[src/rtl/cpu_defs.sv]
// Shared encodings for the MIPS core pipeline: writeback source select,
// load-type codes and GPR addressing constants.
// No ports; imported by the MEM/WB stage and its load extractor.
package cpu_defs;

  localparam int GPR_AW = 5;
  localparam logic [GPR_AW-1:0] ZERO_REG = '0;

  // 2'b11 also selects the ALU result.
  typedef enum logic [1:0] {
    WB_ALU  = 2'b00,
    WB_MEM  = 2'b01,
    WB_LINK = 2'b10,
    WB_ALU2 = 2'b11
  } wb_src_e;

  // Codes 3'b101..3'b111 are unused and behave as LD_W.
  typedef enum logic [2:0] {
    LD_W  = 3'b000,
    LD_B  = 3'b001,
    LD_BU = 3'b010,
    LD_H  = 3'b011,
    LD_HU = 3'b100
  } load_type_e;

  // One WB pipeline slot. The full raw memory word is kept so that lane
  // extraction happens after the register, off the MEM-stage path.
  typedef struct packed {
    logic              valid;
    logic              reg_write;
    logic [GPR_AW-1:0] dst;
    logic [1:0]        wb_src;
    logic [2:0]        load_type;
    logic [31:0]       alu_result;
    logic [31:0]       read_data;
    logic [31:0]       link_pc;
  } wb_reg_t;

endpackage

[src/rtl/mem_wb_stage_load_extract.sv]
// Purpose: pick the byte/halfword lane of a loaded word and sign/zero-extend it.
// Latency: purely combinational, zero cycles.
// Backpressure: none; output follows inputs.
// Ports: word (raw 32-bit memory word), off (byte offset), load_type
//        (LD_* code), data (extended result).
module load_extract
  import cpu_defs::*;
(
  input  logic [31:0] word,
  input  logic [1:0]  off,
  input  logic [2:0]  load_type,
  output logic [31:0] data
);

  logic [7:0]  byte_lane;
  logic [15:0] half_lane;

  always_comb begin
    // Little-endian lanes: offset 0 is the least significant byte.
    byte_lane = word[7:0];
    case (off)
      2'd0: byte_lane = word[7:0];
      2'd1: byte_lane = word[15:8];
      2'd2: byte_lane = word[23:16];
      2'd3: byte_lane = word[31:24];
      default: byte_lane = word[7:0];
    endcase
    // off[0] is deliberately ignored for halfword loads.
    half_lane = off[1] ? word[31:16] : word[15:0];
  end

  always_comb begin
    data = word;
    case (load_type)
      LD_B:    data = {{24{byte_lane[7]}}, byte_lane};
      LD_BU:   data = {24'h0, byte_lane};
      LD_H:    data = {{16{half_lane[15]}}, half_lane};
      LD_HU:   data = {16'h0, half_lane};
      default: data = word;
    endcase
  end

endmodule

[src/rtl/mem_wb_stage.sv]
// Purpose: MEM/WB pipeline register, writeback select and retired-instruction counter.
// Latency: one cycle from Mem* inputs to RegWrite* outputs; outputs are combinational from the register.
// Backpressure: Stall holds the WB slot; Flush inserts a bubble and overrides Stall.
// Ports: clk/rst (sync active-high), Stall, Flush, Mem* (MEM-stage results),
//        RegWriteData/RegWriteAddr/RegWriteEn (register file write port),
//        WbValid (WB slot occupied), RetireCount (instructions leaving WB).
module mem_wb_stage
  import cpu_defs::*;
#(
  parameter int DW = 32,
  parameter int CW = 32
) (
  input  logic              clk,
  input  logic              rst,
  input  logic              Stall,
  input  logic              Flush,
  input  logic              MemValid,
  input  logic              MemRegWrite,
  input  logic [GPR_AW-1:0] MemDstAddr,
  input  logic [1:0]        MemWbSrc,
  input  logic [2:0]        MemLoadType,
  input  logic [DW-1:0]     MemAluResult,
  input  logic [DW-1:0]     MemReadData,
  input  logic [DW-1:0]     MemLinkPC,
  output logic [DW-1:0]     RegWriteData,
  output logic [GPR_AW-1:0] RegWriteAddr,
  output logic              RegWriteEn,
  output logic              WbValid,
  output logic [CW-1:0]     RetireCount
);

  wb_reg_t       wb_q;
  logic [CW-1:0] retire_q;
  logic [DW-1:0] load_data;

  always_ff @(posedge clk) begin
    if (rst) begin
      wb_q     <= '0;
      retire_q <= '0;
    end else begin
      // The occupant leaves WB whenever the slot is not held; a flush
      // replaces it too, so it still retires even under a stall.
      if (wb_q.valid && (Flush || !Stall)) begin
        retire_q <= retire_q + CW'(1);
      end
      if (Flush) begin
        wb_q.valid     <= 1'b0;
        wb_q.reg_write <= 1'b0;
      end else if (!Stall) begin
        wb_q <= '{
          valid:      MemValid,
          reg_write:  MemRegWrite,
          dst:        MemDstAddr,
          wb_src:     MemWbSrc,
          load_type:  MemLoadType,
          alu_result: MemAluResult,
          read_data:  MemReadData,
          link_pc:    MemLinkPC
        };
      end
    end
  end

  // Byte offset comes from the latched effective address.
  load_extract u_load_extract (
    .word      (wb_q.read_data),
    .off       (wb_q.alu_result[1:0]),
    .load_type (wb_q.load_type),
    .data      (load_data)
  );

  always_comb begin
    RegWriteData = wb_q.alu_result;
    case (wb_q.wb_src)
      WB_MEM:  RegWriteData = load_data;
      WB_LINK: RegWriteData = wb_q.link_pc;
      default: RegWriteData = wb_q.alu_result;
    endcase
  end

  // $0 is hardwired to zero, so a write to it is never issued.
  assign RegWriteEn   = wb_q.valid & wb_q.reg_write & (wb_q.dst != ZERO_REG);
  assign RegWriteAddr = wb_q.dst;
  assign WbValid      = wb_q.valid;
  assign RetireCount  = retire_q;

endmodule

[config.mk]
export PLATFORM = sky130hd
export DESIGN_NAME = mem_wb_stage
export DESIGN_NICKNAME = d
export VERILOG_FILES = /design/src/rtl/cpu_defs.sv /design/src/rtl/mem_wb_stage_load_extract.sv /design/src/rtl/mem_wb_stage.sv
export SDC_FILE = /design/constraint.sdc
export NUM_CORES = 1
export LEC_CHECK = 0
export ABC_AREA = 0
export BUFFER_PORTS_ARGS = -buffer_cell sky130_fd_sc_hd__buf_2
export CAP_MARGIN = 25
export CORE_MARGIN = 4
export CORE_UTILIZATION = 50
export DETAILED_ROUTE_END_ITERATION = 8
export HOLD_SLACK_MARGIN = 0.05
export PLACE_DENSITY = 0.76
export SLEW_MARGIN = 25
export SYNTH_ARGS = -nofsm -noshare
export SYNTH_HDL_FRONTEND = slang
export SYNTH_HIERARCHICAL = 1
export SYNTH_SLANG_ARGS = --single-unit
[constraint.sdc]
create_clock -name clk -period 2.6 [get_ports clk]
set_input_delay 0.13 -clock clk [delete_from_list [all_inputs] [get_ports clk]]
set_output_delay 0.13 -clock clk [all_outputs]
set_load 0.01 [all_outputs]
Word-level counts from Yosys, hierarchy flattened
Index checks and enable logic that the tools add are counted.
{"block": "word_totals", "out_inout_bits": 71, "rom_bits": 0, "latchBits": 0, "memories": 0, "ram_bits": 0, "reg_bits": 140}
{"block": "classes", "n_mul": 0, "n_bitwise": 4, "div_mod_pow": 0, "n_reduce_logical": 7, "order_cmp": 0, "mux": 4, "n_addsub": 1, "shift": 0, "n_eq_ne": 9}
{"operator": "32-bit one-hot mux with 4 select lines", "count": 1}
{"operator": "32-bit one-hot mux with 2 select lines", "count": 1}
{"operator": "32-bit by 1-bit adder with 32-bit output, second input constant", "count": 1}
{"operator": "8-bit one-hot mux with 4 select lines", "count": 1}
{"operator": "16-bit two-way mux", "count": 1}
{"operator": "2-bit equality test, second input constant", "count": 3}
{"operator": "3-bit by 2-bit equality test with 1-bit output, second input constant", "count": 2}
{"operator": "5-bit nonzero test", "count": 1}
{"operator": "2-bit by 1-bit equality test with 1-bit output, second input constant", "count": 2}
{"operator": "3-bit by 1-bit equality test with 1-bit output, second input constant", "count": 1}
{"operator": "3-bit equality test, second input constant", "count": 1}
{"operator": "1-bit AND", "count": 2}
{"operator": "2-bit logical NOT", "count": 1}
{"operator": "1-bit inverter", "count": 2}
{"operator": "2-bit AND reduction", "count": 1}
{"operator": "2-bit OR reduction", "count": 1}
{"operator": "1-bit logical AND", "count": 1}
{"operator": "1-bit logical NOT", "count": 1}
{"operator": "1-bit logical OR", "count": 1}

Logic depth before layout (Yosys ltp)
Gate-level depths: netlist of the first run.
{"block": "depth", "word_depth": 4, "depth_mapped": 9, "mapped_depth_nobuf": 6}

Hierarchy
Netlist of the first run, hierarchy kept.
{"mod": "mem_wb_stage", "seq_area_each_um2": 2802.7, "cells_per_inst": 782, "instances": 1, "area_each_um2": 5941.9}
{"mod": "load_extract", "seq_area_each_um2": 0.0, "cells_per_inst": 99, "instances": 1, "area_each_um2": 883.3}

Worst setup path before layout of the first run
Ideal clock, no wire load.
{"block": "synth_timing", "path_kind": "reg2out", "startpoint": "register wb_q[65] in the netlist's numbering", "endpoint": "output RegWriteData[16]", "slack_ns": 0.611, "stages_incl_launch_ff": 9, "required_time_ns": 2.470, "t_arrival_ns": 1.859, "cell_sequence": "dfxtp_1 buf_6 mux4_2 nand4b_4 o31ai_4 buf_6 a21o_1 a22oi_1 o21ai_0"}
{"block": "synth_via", "elab_chain_len": 4, "word_cells_on_any_way": 8}
{"item": "from (decl)", "line_no": "mem_wb_stage.sv:32", "text": "wb_reg_t wb_q;"}
{"item": "from (signal assigned)", "line_no": "mem_wb_stage.sv:50", "text": "wb_q <= '{"}
{"item": "2-bit equality test, or another cell as far along", "line_no": "mem_wb_stage_load_extract.sv:21", "text": "case (off)"}
{"item": "8-bit one-hot mux with 4 select lines", "line_no": "mem_wb_stage_load_extract.sv:21"}
{"item": "32-bit one-hot mux with 4 select lines (*)", "line_no": "mem_wb_stage_load_extract.sv:34", "text": "case (load_type)"}
{"item": "named net load_data[16]", "line_no": "mem_wb_stage.sv:34", "text": "logic [DW-1:0] load_data;"}
{"item": "32-bit one-hot mux with 2 select lines (*)", "line_no": "mem_wb_stage.sv:74", "text": "case (wb_q.wb_src)"}
{"item": "to (decl)", "line_no": "mem_wb_stage.sv:25", "text": "output logic [DW-1:0] RegWriteData,"}
The timed path passes the listed nets; every way through them passes the cells marked *.

Final worst setup path of the first run
{"block": "layout_timing", "startpoint": "register wb_q[65] in the netlist's numbering", "endpoint": "output RegWriteData[21]"}
Same word-level chain as after synthesis.

==> results of run 1 <==
worst max path at each step:
stage | startpoint | end | slack, ns | depth (start not counted)
2_1_floorplan | wb_q[65] | RegWriteData[16] | 0.61 | 8
3_3_place_gp | wb_q[96] | RegWriteData[30] | 0.38 | 7
3_5_place_dp | wb_q[96] | RegWriteData[0] | 0.33 | 6
4_1_cts | wb_q[65] | RegWriteData[16] | 0.02 | 7
5_1_grt | wb_q[65] | RegWriteData[21] | -0.09 | 8
6_report | wb_q[65] | RegWriteData[21] | -0.0002 | 8
registers in the layout, indices dropped and copies added (netlist names):
signal	cells
wb_q	102
WbValid	1
RetireCount	32
RegWriteAddr	5
final cells by class:
type / instances / area [µm²] / share of cell area, %
clock buffer: 25 / 485.5 / 4.997
clock inverter: 7 / 87.58 / 0.9016
inverter: 7 / 30.03 / 0.3091
multi-input combinational: 657 / 3785 / 38.96
sequential: 140 / 2810 / 28.93
tap: 176 / 220.2 / 2.267
timing repair buffer: 320 / 2296 / 23.63
kinds of logic after synthesis:
group | after synthesis | share of synthesized area (%)
DFF | 140 | 41.06
xor gates and xnor gates | 8 | 1.137
muxes | 16 | 3.960
buffers and inverters | 86 | 5.518
AOI/OAI and AO/OA | 265 | 23.65
and+or+nand+nor | 363 | 24.12
adders and majority gates | 3 | 0.5500
power groups by stage:
stage,combinational [mW],clock [mW],sequential [mW]
after detailed placement,0.516,0,2.34
final,0.699,2.37,2.30
after global placement,0.511,0,2.34
after floorplan,0.329,0,2.31
after CTS,0.653,2.40,2.29
after global routing,0.763,2.50,2.31
what timing repair did:
item,in CTS,in global routing
gates cloned,0,2
pin swaps,1,3
setup buffers,1,8
endpoints found under the hold margin,108,0
endpoints found under the setup margin,16,31
hold buffers,109,0
gates resized for setup,4,33
per-layer routing:
metal  track usage [%]  vias to the layer above  wire length, µm
met2             46.85                      434            10920
met3             8.748                       75             2267
met1             34.40                     3523             8961
met5                 0                        -                0
met4             12.18                        0              815
li1                  -                     3647                -
per-stage QoR:
step	total power, mW	utilization [%]	setup WS [ns]	cell area [µm²]	setup TNS [ns]
3_5_place_dp	2.855	58.83	0.3316	7821	0
5_1_grt	5.564	73.07	-0.08948	9714	-0.1743
4_1_cts	5.344	71.62	0.01579	9522	0
2_1_floorplan	2.637	-	0.6108	6825	0
3_3_place_gp	2.847	58.83	0.3780	7821	0
6_report	5.369	73.07	-0.0001699	9714	-0.0001699
Yosys cell counts (all sizes together), types with 2 or more instances:
library cell | n | area [µm²]
nand2b | 2 | 12.51
and4 | 5 | 46.30
inv | 7 | 26.28
and2 | 5 | 31.28
mux2 | 5 | 56.30
or4 | 17 | 127.6
nand2 | 258 | 968.4
a21o | 17 | 127.6
xor2 | 7 | 61.31
clkbuf | 57 | 214.0
o21ai | 45 | 225.2
ha | 3 | 37.54
a221o | 13 | 130.1
o211ai | 2 | 15.01
or2 | 2 | 12.51
buf | 22 | 136.4
nor4 | 5 | 31.28
mux4 | 8 | 183.9
nor2 | 13 | 51.30
a21oi | 128 | 640.6
nor2b | 6 | 37.54
o31ai | 16 | 133.9
dfxtp | 140 | 2803
nand3 | 11 | 55.05
a22oi | 33 | 247.7
nand4 | 15 | 100.1
mux2i | 3 | 30.03
and3 | 13 | 82.58
or3 | 6 | 38.79
nor3 | 2 | 10.01
a32oi | 7 | 61.31
worst register-to-register path, delay by kind of cell, from the launching register on:
family | cells | cell delay (ns)
DFF | 1 | 0.47
and+or+nand+nor | 3 | 1.12
muxes | 1 | 0.37
==> parameters.txt, run 1 <==
Parameter                              Value

Worst setup path
  WP data required    approximately 2.5 ns
  Critical path launch point type    register
  R2R depth    4
  Crit path cell chain    mux4_2 > nand4b_4 > buf_6 > o31ai_4 > a21o_1 > a22oi_1 > o21ai_0 > buf_2
  Worst-path maximum fanout    8
  Delay of the slowest cell on the worst path    0.57 ns
  Gate family responsible for the most delay along the worst path    compound AO/OA/AOI/OAI gates
  Worst setup slack for register-to-register paths    0.52 ns
  Crit Reg-Reg Startpoint    RetireCount[14]
  Endpoint kind of the worst setup timing path    output port
  Capture point of the worst reg-to-reg path    RetireCount[29]
  Slowest CP cell    sky130_fd_sc_hd__mux4_2
  Arrival time at the worst endpoint    2.47 ns
  Buf/Inv on CP    2
  Type of the worst setup path    register to output port

Logic synthesis
  Sequential share of the synthesized area    41.06%
  Share of synthesized flip-flops with an asynchronous set or reset    0%
  Netlist area before placement    a little under 7000 µm²
  Count of yosys warnings during synthesis    6
  Most instantiated flip-flop cell in the synthesis netlist    sky130_fd_sc_hd__dfxtp_1
  Net count after synthesis    approximately 1000
  EDFF count, synth    0
  Number of synthesized register bits    between 100 and 150
  Unique masters post-synth    49
  Mapped Avg Cell Area    7.747 µm²
  Gate count of the mapped netlist    881

Hold path
  Classification of the worst-slack hold path    input pin to register
  Hold path cells    3
  End point of the worst hold path    wb_q[106]
  Hold path startpoint    Stall

Pwr
  Net Sw Frac    around 25%
  Net load switching power    1.320 mW
  VDD IR max    421.2 µV
  Clock network power share    between 40% and 50%
  Power share of the sequential group    42.9%
  Internal power    4.049 mW
  Power density normalized to cell area    552.7 nW/µm²
  Leakage power of the design    4.081 nW
  Relative contribution of combinational cells to total power    13.0%

Routing
  Final routed wirelength across all metal layers    22970 µm
  Drt first-iter violations    just under 800
  DRC Markers    0
  Total vias in the final route    7679
  DR WL/cell    17.24 µm
  Number of nets still failing antenna checks after routing    0
  Vias per inst    5.765
  Drt first pass iters    5

Placement
  Post-Place Cells    1180
  PortBufs    182
  Final weighted congestion of routability-driven global placement    just under 1
  Half-perimeter wire length after placement    14180 µm

Timing
  Max-slew violation count    0
  Hold violation count in the final report    0
  Crit share post-route    100.0%
  Worst Hold Margin    0.1082 ns
  Highest clock rate    approximately 0.38 GHz
  Count of final setup violators    1
  Setup WS post-layout    -0.0001699 ns
  Clock tree skew after final layout    between 0.007 and 0.008 ns
  Headroom to the max-slew limit    51.99%
  Time the final worst path needs with I/O delays and setup    about 2.6 ns
  Setup repair after global routing missed its margin    true
  Slew at the pin with the worst max-slew slack    0.7202 ns

Die
  Total number of placement rows    42
  Die Span Y    124.8 µm
  Ports    183
  Area of the die    15580 µm²
  Starting Density    51.34%
  Width of the die    124.8 µm
  Core Region    13300 µm²

CTS
  TritonCTS clock tree    done
  Clock latency of the later-clocked register in the worst-skew pair    approximately 0.42 ns
  Clock-pin slew of the registers on the worst-case setup and hold paths    0.06 ns
  Root Buffer Master    sky130_fd_sc_hd__clkbuf_16
  Worst-case clock buffer depth    2
  Number of levels the H-tree was split into    4
  Number of clock buffers inserted by TritonCTS    17
  Clk sink count    140

Global route
  Number of antenna violations at the first check in global routing    0
  Global-route wire length before repair    36270 µm
  Pin count of the biggest net entering global routing    98
  Combined global-route utilization of all metal layers    28.44%
  Total global routing overflow    0
  Via count of the first global-routing pass    7185

Final layout
  Layout net count    1258
  Number of fill cells    927
  Most common cell after layout, fill and taps aside    sky130_fd_sc_hd__nand2_1
  Highest-count cells in the layout ignoring fill and taps    258 x sky130_fd_sc_hd__nand2_1, 181 x sky130_fd_sc_hd__buf_2, 136 x sky130_fd_sc_hd__dfxtp_1
  Post-synthesis to final-layout area growth    42.33%
  Count of inserted antenna diode cells    0
  Layout Cells excl Fill    roughly 1300
  Proportion of layout cells with a drive suffix above 1    24.31%

Status
  Result of the run    finished with violations
  Violated checks    negative setup slack

Flow run
  Max-capacitance violation count    0
(Power assumes the default switching activity.)
==> run 2: changes to the inputs <==
--- a/config.mk
+++ b/config.mk
@@ -10,4 +10,6 @@
 export CAP_MARGIN = 25
+export CORE_ASPECT_RATIO = 1.5
 export CORE_MARGIN = 4
 export CORE_UTILIZATION = 50
+export CTS_CLUSTER_DIAMETER = 120
 export DETAILED_ROUTE_END_ITERATION = 8
==> constraint.sdc (replaced) <==
create_clock -name clk -period 2.6 [get_ports clk]
set_input_delay 0.26 -clock clk [delete_from_list [all_inputs] [get_ports clk]]
set_output_delay 0.26 -clock clk [all_outputs]
set_load 0.01 [all_outputs]
==> run 2 against run 1 <==
Net effect: final cell count down 8.6%; final area down 10%; die area up 0.25%; largest cell class unchanged; the run still ends with negative setup slack left; sequential share of layout area up 3.4 points; clock power down 2%; critical path depth down 1; non-clock buffer count down 98; combinational power down 14%.
==> parameters.txt, run 2 (same netlist as run 1, synthesis figures left out) <==
Parameter                              Value

CTS
  Number of clock buffers inserted by TritonCTS    17 (unchanged)
  Post-CTS Hold Fix Bufs    0 (-100%)
  Clock-pin slew of the registers on the worst-case setup and hold paths    0.06 ns (about the same)
  Root Buffer Master    sky130_fd_sc_hd__clkbuf_16
  Clock latency of the later-clocked register in the worst-skew pair    0.42 ns (about the same)
  Clk sink count    140 (unchanged)
  Worst-case clock buffer depth    2 (unchanged)
  Number of levels the H-tree was split into    4 (unchanged)
  TritonCTS clock tree    done

Worst setup path
  Worst-path maximum fanout    8 (unchanged)
  Crit Reg-Reg Startpoint    RetireCount[14]
  WP data required    2.34 ns (-0.13 ns)
  Critical path launch point type    register
  Type of the worst setup path    register to output port
  R2R depth    4 (unchanged)
  Endpoint kind of the worst setup timing path    output port
  Worst setup slack for register-to-register paths    0.55 ns (+0.03 ns)
  Capture point of the worst reg-to-reg path    RetireCount[23]
  Arrival time at the worst endpoint    2.35 ns (-0.12 ns)

Global route
  Via count of the first global-routing pass    6708 (-6.6%)
  Gr busiest metal    met2
  Global Route met2 Usage    47.92% (+1.1 points)
  Global-route wire length before repair    33880 µm (-6.6%)
  Met1 routing resource usage after global routing    31.62% (-2.8 points)
  Met3 demand-to-capacity share in global routing    6.959% (-1.8 points)
  Pin count of the biggest net entering global routing    107 (+9.2%)
  Total global routing overflow    0 (unchanged)
  Number of antenna violations at the first check in global routing    3 (+3)
  Combined global-route utilization of all metal layers    28.00% (-0.43 points)

Final layout
  Highest-count cells in the layout ignoring fill and taps    258 x sky130_fd_sc_hd__nand2_1, 181 x sky130_fd_sc_hd__buf_2, 135 x sky130_fd_sc_hd__dfxtp_1
  Proportion of layout cells with a drive suffix above 1    28.88% (+4.6 points)
  Post-route core utilization    64.58% (-8.5 points)
  Most common cell after layout, fill and taps aside    sky130_fd_sc_hd__nand2_1
  Number of fill cells    1199 (+29%)
  Register ranked first by flip-flop count    wb_q
  Multi-input logic area    3826 µm² (+1.1%)
  Sequential cell area in the final layout    2811 µm² (about the same)
  Flip-flop count of the largest register after layout    102 (unchanged)
  Count of inserted antenna diode cells    0 (unchanged)
  Post-synthesis to final-layout area growth    27.42%
  Layout net count    1160 (-7.8%)

Timing
  Max-slew violation count    0 (unchanged)
  Headroom to the max-slew limit    48.66% (-3.3 points)
  Count of final setup violators    1 (unchanged)
  Crit share post-route    100.2% (+0.23 points)
  Setup repair after global routing missed its margin    true
  Highest clock rate    0.3837 GHz (-0.23%)
  Slew at the pin with the worst max-slew slack    0.7700 ns (+0.04980 ns)
  Clock tree skew after final layout    0.007305 ns (+0.0001182 ns)
  Hold violation count in the final report    0 (unchanged)
  Time the final worst path needs with I/O delays and setup    2.606 ns (+0.005923 ns)
  Setup WS post-layout    -0.006093 ns (-0.005923 ns)

Placement
  Final weighted congestion of routability-driven global placement    0.9885 (+0.86%)
  PortBufs    182 (unchanged)
  Half-perimeter wire length after placement    15390 µm (+8.6%)
  Worst setup slack after placement    0.2990 ns (-0.03254 ns)

Pwr
  Leakage power of the design    3.597 nW (-12%)
  VDD IR max    334.3 µV (-21%)
  Power density normalized to cell area    599.9 nW/µm² (+8.5%)

Routing
  DR WL/cell    18.21 µm (+5.6%)
  Number of nets still failing antenna checks after routing    0 (unchanged)
  DRC Markers    0 (unchanged)
  Total vias in the final route    7063 (-8.0%)
  Final routed wirelength across all metal layers    22180 µm (-3.4%)
  Drt first pass iters    6 (+1)
  Drt first-iter violations    501 (-36%)
  Vias per inst    5.799 (+0.59%)

Die
  Area of the die    15620 µm² (+0.25%)
  Ports    183 (unchanged)
  Total number of placement rows    52 (+24%)
  Width of the die    103.4 µm (-17%)
  Die Span Y    151.1 µm (+21%)
  Starting Density    50.68% (-0.66 points)
  Core Region    13470 µm² (+1.3%)

Status
  Violated checks    negative setup slack
  Result of the run    finished with violations

Hold path
  Hold path startpoint    MemAluResult[8]
  Hold path cells    3 (unchanged)
  Classification of the worst-slack hold path    input pin to register
  End point of the worst hold path    wb_q[72]

Flow run
  Max-capacitance violation count    0 (unchanged)
==> run 2: worst max-delay path by stage <==
stage          startpoint          endpoint  slack (ns)  depth (start not counted)
2_1_floorplan    wb_q[65]  RegWriteData[16]        0.48                          8
5_1_grt          wb_q[65]  RegWriteData[16]       -0.07                          7
6_report         wb_q[65]  RegWriteData[19]      -0.006                          7
4_1_cts          wb_q[65]  RegWriteData[19]       -0.02                          7
3_3_place_gp     wb_q[65]   RegWriteData[1]        0.33                          7
3_5_place_dp     wb_q[65]   RegWriteData[1]        0.30                          7
==> run 2: timing repair <==
item                       in CTS  in global routing
resized for setup              10                 59
setup endpoints to repair      30                 32
pin swaps                       2                 16
hold endpoints to repair        0                  0
buffers inserted                3                  1
gates cloned                    2                  0
==> run 2: per-stage QoR <==
step                std cells   TNS [ns]  power [mW]  cell area [µm²]  hold WS (ns)
floorplan                 881          0       2.637             6825        0.3393
global placement         1182          0       2.884             7924        0.4423
detailed placement       1182          0       2.892             7924        0.4468
CTS                      1217   -0.01572       5.216             8562       0.06331
global route             1218    -0.6240       5.412             8697       0.07042
finish                   1218  -0.006093       5.218             8697       0.07419
==> run 2: worst max-delay path, cell delays in order (launching register included) <==
cell and delay, ns:
sky130_fd_sc_hd__dfxtp_4 0.38, sky130_fd_sc_hd__mux4_2 0.60, sky130_fd_sc_hd__nand4b_4 0.17, sky130_fd_sc_hd__o31ai_4 0.13, sky130_fd_sc_hd__a21o_1 0.21, sky130_fd_sc_hd__a22oi_1 0.20
sky130_fd_sc_hd__o21ai_0 0.10, sky130_fd_sc_hd__buf_2 0.14
==> run 2: report_power, final <==
| part | internal (mW) | switching (mW) | leakage [nW] |
|---|---|---|---|
| Sequential | 2.22 | 0.0677 | 1.14 |
| Combinational | 0.249 | 0.352 | 2.18 |
| Clock | 1.39 | 0.932 | 0.271 |
==> run 2: cell type report <==
cell class                      instances  share of cell area (%)
Clock buffer                           18                   4.935
Clock inverter                         12                   1.453
Inverter                                7                  0.3021
Multi-Input combinational cell        657                   43.99
Sequential cell                       140                   32.33
Tap cell                              162                   2.331
Timing Repair Buffer                  222                   14.66
==> run 2: routing by layer <==
metal,up-vias,wire length [µm]
met5,-,34
met2,305,11130
met4,6,1095
met3,69,1728
li1,3445,-
met1,3238,8189
